### src/rtl/pipe_stage.sv
// rtl/pipe_stage.sv - one data+valid register slot of the elastic pipeline
//
// Purpose: holds one WIDTH-bit word and its valid bit. Data is captured only
//          on load and is never cleared except by reset; clear wins over load.
// Ports:
//   clock  in   1      rising-edge clock
//   reset  in   1      asynchronous, active-high
//   load   in   1      capture d and set valid
//   clear  in   1      drop valid (data retained)
//   d      in   WIDTH  word to capture
//   data   out  WIDTH  stored word
//   valid  out  1      stored word is live
module pipe_stage #(
  parameter int WIDTH = 32
) (
  input  logic             clock,
  input  logic             reset,
  input  logic             load,
  input  logic             clear,
  input  logic [WIDTH-1:0] d,
  output logic [WIDTH-1:0] data,
  output logic             valid
);

  always_ff @(posedge clock or posedge reset) begin
    if (reset) begin
      valid <= 1'b0;
      data  <= '0;
    end else if (clear) begin
      valid <= 1'b0;
    end else if (load) begin
      valid <= 1'b1;
      data  <= d;
    end
  end

endmodule

### src/rtl/pipe_reg_chain.sv
// rtl/pipe_reg_chain.sv - DEPTH-stage elastic pipeline register with flush
//
// Purpose: chain of DEPTH pipe_stage slots with a valid/ready handshake on both
//          ends, back-pressure, bubble collapsing, synchronous flush and a
//          registered occupancy count.
// Ports:
//   clock        in   1      rising-edge clock
//   reset        in   1      asynchronous, active-high
//   flush        in   1      synchronous clear of every stage valid bit
//   in_valid     in   1      upstream word present on data_input
//   in_ready     out  1      chain accepts data_input this cycle
//   data_input   in   WIDTH  upstream word
//   out_valid    out  1      last stage holds a live word
//   out_ready    in   1      downstream accepts data_output
//   data_output  out  WIDTH  last stage word
//   occupancy    out  OCC_W  number of live stages
module pipe_reg_chain #(
  parameter int WIDTH = 32,
  parameter int DEPTH = 2,
  localparam int OCC_W = $clog2(DEPTH + 1)
) (
  input  logic             clock,
  input  logic             reset,
  input  logic             flush,
  input  logic             in_valid,
  output logic             in_ready,
  input  logic [WIDTH-1:0] data_input,
  output logic             out_valid,
  input  logic             out_ready,
  output logic [WIDTH-1:0] data_output,
  output logic [OCC_W-1:0] occupancy
);

  logic [DEPTH-1:0] valid;
  logic [DEPTH-1:0] can_load;
  logic [DEPTH-1:0] moves;
  logic [DEPTH-1:0] load;
  logic [DEPTH-1:0] clear;
  logic [WIDTH-1:0] stage_d    [DEPTH];
  logic [WIDTH-1:0] stage_data [DEPTH];
  logic             in_xfer;
  logic             out_xfer;

  // Ready ripples from the output end back to the input; a downstream slot
  // that is empty or emptying lets its upstream neighbour advance.
  always_comb begin
    logic down_ok;
    moves    = '0;
    can_load = '0;
    down_ok  = out_ready;
    for (int i = DEPTH - 1; i >= 0; i--) begin
      moves[i]    = valid[i] && down_ok;
      can_load[i] = !valid[i] || moves[i];
      down_ok     = can_load[i];
    end
  end

  assign in_ready = can_load[0] && !flush;
  assign in_xfer  = in_valid && in_ready;
  assign out_xfer = out_valid && out_ready;

  // A slot loads when its source hands a word over; a slot that hands its word
  // on without receiving a new one empties. Flush beats any load.
  always_comb begin
    load  = '0;
    clear = '0;
    load[0] = in_xfer && !flush;
    for (int i = 1; i < DEPTH; i++) begin
      load[i] = moves[i-1] && !flush;
    end
    for (int i = 0; i < DEPTH; i++) begin
      clear[i] = flush || (moves[i] && !load[i]);
    end
  end

  for (genvar i = 0; i < DEPTH; i++) begin : g_stage
    if (i == 0) begin : g_src_in
      assign stage_d[i] = data_input;
    end else begin : g_src_prev
      assign stage_d[i] = stage_data[i-1];
    end

    pipe_stage #(
      .WIDTH (WIDTH)
    ) u_stage (
      .clock (clock),
      .reset (reset),
      .load  (load[i]),
      .clear (clear[i]),
      .d     (stage_d[i]),
      .data  (stage_data[i]),
      .valid (valid[i])
    );
  end

  assign out_valid   = valid[DEPTH-1];
  assign data_output = stage_data[DEPTH-1];

  // Tracks popcount(valid) incrementally instead of summing the valid bits.
  always_ff @(posedge clock or posedge reset) begin
    if (reset) begin
      occupancy <= '0;
    end else if (flush) begin
      occupancy <= '0;
    end else begin
      occupancy <= occupancy + OCC_W'(in_xfer) - OCC_W'(out_xfer);
    end
  end

  always_ff @(posedge clock) begin
    assert (DEPTH >= 1 && DEPTH <= 16)
      else $error("pipe_reg_chain: DEPTH %0d outside 1..16", DEPTH);
  end

endmodule

### config.mk
export PLATFORM = sky130hd
export DESIGN_NAME = pipe_reg_chain
export DESIGN_NICKNAME = d
export VERILOG_FILES = /design/src/rtl/pipe_stage.sv /design/src/rtl/pipe_reg_chain.sv
export SDC_FILE = /design/constraint.sdc
export NUM_CORES = 1
export LEC_CHECK = 0
export ABC_CLOCK_PERIOD_IN_PS = 2100
export CAP_MARGIN = 10
export CORE_MARGIN = 2
export CORE_UTILIZATION = 43
export DETAILED_ROUTE_END_ITERATION = 12
export PLACE_DENSITY = 0.75
export SYNTH_ARGS = -nofsm -noshare
export SYNTH_HDL_FRONTEND = slang
export SYNTH_SLANG_ARGS = --single-unit
### constraint.sdc
create_clock -name clock -period 2.1 [get_ports clock]
set_clock_uncertainty 0.15 [all_clocks]
set_input_delay 0.42 -clock clock [delete_from_list [all_inputs] [get_ports clock]]
set_output_delay 0.42 -clock clock [all_outputs]
set_load 0.05 [all_outputs]
**Word-level counts from Yosys, hierarchy flattened**

Cells that the tools add are included.
Widths: inputs -> output; s select.

- Memories: 0
- ROM bits: 0
- Bits in latches: 0
- Logic and storage cells: 35
- Register bits: 68
- Memory bits (writable): 0

- Equal/unequal tests: 0
- Order comparisons: 0
- Div/mod/pow operators: 0
- Bitwise gates (word level): 2
- Shift-type cells: 0
- Multipliers: 0
- Reduce and logical (&&, ||, !) cells: 21
- $add $sub $neg: 2
- Muxes and demuxes: 5

Operators by type and width:

| operator | number |
|---|---|
| $logic_and 1x1->1 | 8 |
| $logic_not 1->1 | 5 |
| $logic_or 1x1->1 | 4 |
| $mux 1 | 4 |
| $reduce_and 2->1 | 2 |
| $reduce_bool 2->1 | 2 |
| $add 2x1->2 | 1 |
| $mux 2 | 1 |
| $not 1->1 | 2 |
| $sub 2x1->2 | 1 |

**Depth between registers and ports, before layout**

- Depth after elaboration: 12
- Mapped depth: 10
- Depth with buffers taken out: 8

**Modules after synthesis**

From an unflattened synthesis, not the netlist that was laid out.

- Cell total of the unflattened synthesis: 167
- Area, all modules: 2,981.6 µm²

By module, submodules not included:

| module | cells an instance | area each (µm²) | instances | seq. area each (µm²) |
|---|---|---|---|---|
| pipe_stage | 73 | 1,395.1 | 2 | 825.8 |
| pipe_reg_chain | 21 | 191.4 | 1 | 50.0 |

**Worst setup path before layout**

No wires, ideal clock.

- Kind: flip-flop to flip-flop
- Start: register g_stage[1].u_stage.valid
- End: register occupancy[1]
- Slack: -0.450 ns
- Stages on the path, launching flop included: 11
- Data arrival time: 2.280 ns
- Library setup time: 0.120 ns
- Period minus slack after synthesis: 2.550 ns
- Cells stage by stage: dfrtp_1 -> and3b_1 -> or3b_1 -> buf_6 -> buf_12 -> ha_1 -> inv_1 -> ha_1 -> xor2_1 -> xnor2_1 -> nor2_1

- Cells in the longest elaborated chain, start to end: 9
- Elaborated cells on any way between the ends: 10

Ends and longest elaborated chain:

| what | RTL line | source |
|---|---|---|
| start, declared | pipe_stage.sv:22 | `output logic valid` |
| start signal, assigned | pipe_stage.sv:27 | `valid <= 1'b0;` |
| start signal, assigned | pipe_stage.sv:30 | `valid <= 1'b0;` |
| start signal, assigned | pipe_stage.sv:32 | `valid <= 1'b1;` |
| $logic_not 1->1 or $logic_and 1x1->1 (tied branches) | pipe_reg_chain.sv:53, pipe_reg_chain.sv:52, pipe_reg_chain.sv:60 |  |
| $logic_or 1x1->1 | pipe_reg_chain.sv:53 | `can_load[i] = !valid[i] \|\| moves[i];` |
| $logic_and 1x1->1 | pipe_reg_chain.sv:52 | `moves[i] = valid[i] && down_ok;` |
| $logic_or 1x1->1 | pipe_reg_chain.sv:53 |  |
| $logic_and 1x1->1 | pipe_reg_chain.sv:58 | `assign in_ready = can_load[0] && !flush;` |
| $logic_and 1x1->1 | pipe_reg_chain.sv:59 | `assign in_xfer = in_valid && in_ready;` |
| $add 2x1->2 | pipe_reg_chain.sv:106 | `occupancy <= occupancy + OCC_W'(in_xfer) - OCC_W'(out_xfer);` |
| $sub 2x1->2 (*) | pipe_reg_chain.sv:106 |  |
| $mux 2 (*) | pipe_reg_chain.sv:103 | `end else if (flush) begin` |
| end signal, assigned | pipe_reg_chain.sv:106 |  |
| end, declared | pipe_reg_chain.sv:31 | `output logic [OCC_W-1:0] occupancy` |

Every way passes the cells marked *; elsewhere a longest branch is shown, timed or not.
A chain may end at the register's enable or synchronous reset.

**Worst setup path in the final report**

- Start: register g_stage[1].u_stage.data[27]
- End: output data_output[27]

RTL lines:

| what | RTL line | source |
|---|---|---|
| start, declared | pipe_stage.sv:21 | `output logic [WIDTH-1:0] data,` |
| start signal, assigned | pipe_stage.sv:28 | `data <= '0;` |
| start signal, assigned | pipe_stage.sv:33 | `data <= d;` |
| end, declared | pipe_reg_chain.sv:30 | `output logic [WIDTH-1:0] data_output,` |

No word-level cell between the ends.

==> flow_metrics.env <==
export IMPL_viasPerCell=4.74
export IMPL_holdBufCountCts=0
export IMPL_gp_congestion=0.631
export IMPL_setup_viol_count_final=0
export IMPL_dpl_hpwl_mm=3.38
export IMPL_core_sq_um=6240
export IMPL_first_pass_iters=4
export IMPL_numCtsBuffers=9
export IMPL_power_total_w=0.00432
export IMPL_initial_core_util=0.438
export IMPL_rows=29
export IMPL_synth_area_leaders="dfrtp_1 (62%), mux2_4 (16%), mux2_2 (14%)"
export IMPL_synth_largest_area_cell="dfrtp_1"
export IMPL_worstSetupEndpointType="output pin"
export IMPL_regArea_sq_um=1700
export IMPL_grt_max_degree=33
export IMPL_yosysMostFrequentCell="dfrtp_1"
export IMPL_dr_first_iter_drc_count=64
export IMPL_htreeDepth=3
export IMPL_netlist_area_leader_share=0.622
export IMPL_worst_slack_ns=0.0524
export IMPL_ant_nets=0
export IMPL_dp_slack_ns=-0.644
export IMPL_nets=282
export IMPL_clock_path_buffers=2
export IMPL_worst_ep_required_time_ns=1.53
export IMPL_hold_violations=0
export IMPL_outcome="completed"
export IMPL_synth_avg_cell_area_sq_um=17.4
export IMPL_cp_max_fo=2
export IMPL_p_leak_nw=1.92
export IMPL_min_period_ns=2.05
export IMPL_yosys_warnings=0
export IMPL_syn_nets=196
export IMPL_path_delay_family="buffers and inverters"
export IMPL_relSlewSlack=0.606
export IMPL_area_growth_pct=39.9
export IMPL_critPathKind="reg2out"
export IMPL_critical_path_max_stage_delay_ns=0.80
export IMPL_ir_worst_vdd_uv=564
export IMPL_synthesis_area_sq_um=2740
export IMPL_grt_util_met1=0.208
export IMPL_dieArea_sq_um=7010
export IMPL_diodes=0
export IMPL_synth_commonest_cells="dfrtp_1 (68), mux2_2 (35), mux2_4 (29)"
export IMPL_drv_cap=0
export IMPL_routedWlPerCell_um=15.4
export IMPL_cp_cell_sequence="clkdlybuf4s50_1"
export IMPL_grt_usage=0.153
export IMPL_ios=73
export IMPL_grt_pass1_wl_mm=8.18
export IMPL_cts_root_buf="clkbuf_8"
export IMPL_clk_latency_ns=0.33
export IMPL_ys_ff_latch=68
export IMPL_die_w_um=83.8
export IMPL_cts_tree="built"
export IMPL_io_buffers=72
export IMPL_min_path_type="in2async"
export IMPL_placed_area_sq_um=3590
export IMPL_drive_gt1_frac=0.407
export IMPL_synthDistinctLibCells=18
export IMPL_grt_overflow_total=0
export IMPL_finalMaxSlewViolations=0
export IMPL_drt_total_wl_mm=4.96
export IMPL_synth_top_flop_cell="dfrtp_1"
export IMPL_fill_cells=508
export IMPL_synthesis_instances=157
export IMPL_rsz0062_at_grt="yes"
export IMPL_tightest_slew_ns=0.591
export IMPL_synthArstFlopShare=1.00
export IMPL_antenna_found_initial=0
export IMPL_cpMaxStageDelayCell="clkdlybuf4s50_1"
export IMPL_die_height_um=83.8
export IMPL_fin_crit_sh=0.975
export IMPL_grt_util_met2=0.215
export IMPL_power_density_nw_per_um2=1130
export IMPL_multi_input_area_sq_um=971
export IMPL_cts_sinks=68
export IMPL_seq_area_frac_synth=0.622
export IMPL_utilization=0.613
export IMPL_use_met3=0.0673
export IMPL_final_cell_area_sq_um=3830
export IMPL_synth_edff_count=0
export IMPL_vias=1531
export IMPL_busiest_layer="met2"
export IMPL_worstPathArrival_ns=1.48
export IMPL_worst_setup_path_start_kind="flip-flop"
export IMPL_path_buf_inv=1
export IMPL_timing_fmax_ghz=0.488
export IMPL_drc=0
export IMPL_cts_setup_buffers=0
export IMPL_path_clk_slew_ns=0.07
export IMPL_grt_pass1_vias=1627
[worst paths after layout]
check	from	endpoint	slack (ns)	cells after the start
worst max-delay path	g_stage[1].u_stage.data[27]$_DFFE_PP0P_	data_output[27]	0.05	1
worst min-delay path	reset	g_stage[1].u_stage.data[12]$_DFFE_PP0P_	0.29	2
worst max register to register	g_stage[1].u_stage.valid$_DFFE_PP0P_	occupancy[1]$_DFF_PP0_	0.06	8
worst min register to register	g_stage[1].u_stage.data[25]$_DFFE_PP0P_	g_stage[1].u_stage.data[25]$_DFFE_PP0P_	0.35	1
max in group asynchronous	reset	g_stage[0].u_stage.data[1]$_DFFE_PP0P_	1.07	3
min in group clock	g_stage[1].u_stage.data[25]$_DFFE_PP0P_	g_stage[1].u_stage.data[25]$_DFFE_PP0P_	0.35	1
[cell usage in the layout (no fill, tap or decap), drive strengths merged, types with 2 or more instances in the layout]
cell and n:
buf 17, clkbuf 11, clkdlybuf4s50 45, clkinv 2, dfrtp 68, dlygate4sd2 2, dlymetal6s2s 18, ha 2
inv 2, mux2 64, nor2 4
[stage by stage]
stage | hold slack, ns | cells | TNS [ns]
after global routing | 0.288 | 323 | -0.0117
after global placement | 0.335 | 309 | -15.54
after detailed placement | 0.340 | 309 | -16.72
after floorplan | 0.325 | 157 | -0.492
after CTS | 0.290 | 323 | -0.0264
final | 0.286 | 323 | 0
[final cells by class]
cell class,instances,share of cell area
inverter,3,0.00392
clock inverter,3,0.0105
clock buffer,11,0.0343
multi-input combinational,79,0.254
tap,77,0.0252
timing repair buffer,82,0.228
sequential,68,0.445
[report_power, final]
group	total [W]	internal, W	leakage (nW)	switching, W
sequential	0.00175	0.00160	0.809	0.000147
clock	0.000961	0.000532	0.0890	0.000429
combinational	0.00161	0.000664	1.02	0.000945
total	0.00432	0.00280	1.92	0.00152
[cells by family (layout without fill, tap and decap cells)]
family          count (synthesis)  after routing  synth area share
xor+xnor                        2              2           0.00641
buf+inv                        10             99            0.0357
simple gates                   10             10            0.0215
flops                          68             68             0.622
fa+ha+maj                       2              2           0.00915
compound gates                  1              1           0.00183
mux                            64             64             0.303
[layer usage]
metal  wire [um]  vias to the layer above  share of wire
met3         355                        5          0.072
li1            -                      714              -
met1        2280                      757           0.46
met5           0                        -              0
met4          60                        0          0.012
met2        2270                       55           0.46
[registers in the layout, indices dropped and copies added (netlist names)]
register and flops:
g_stage.u_stage.valid 2, occupancy 2, g_stage.u_stage.data 64
[what timing repair did]
action / 4_1_cts / 5_1_grt
setup endpoints to repair: 36 / 19
pin swaps: 5 / 5
gates resized for setup: 7 / 18
Power figures use the tool's default switching activity.
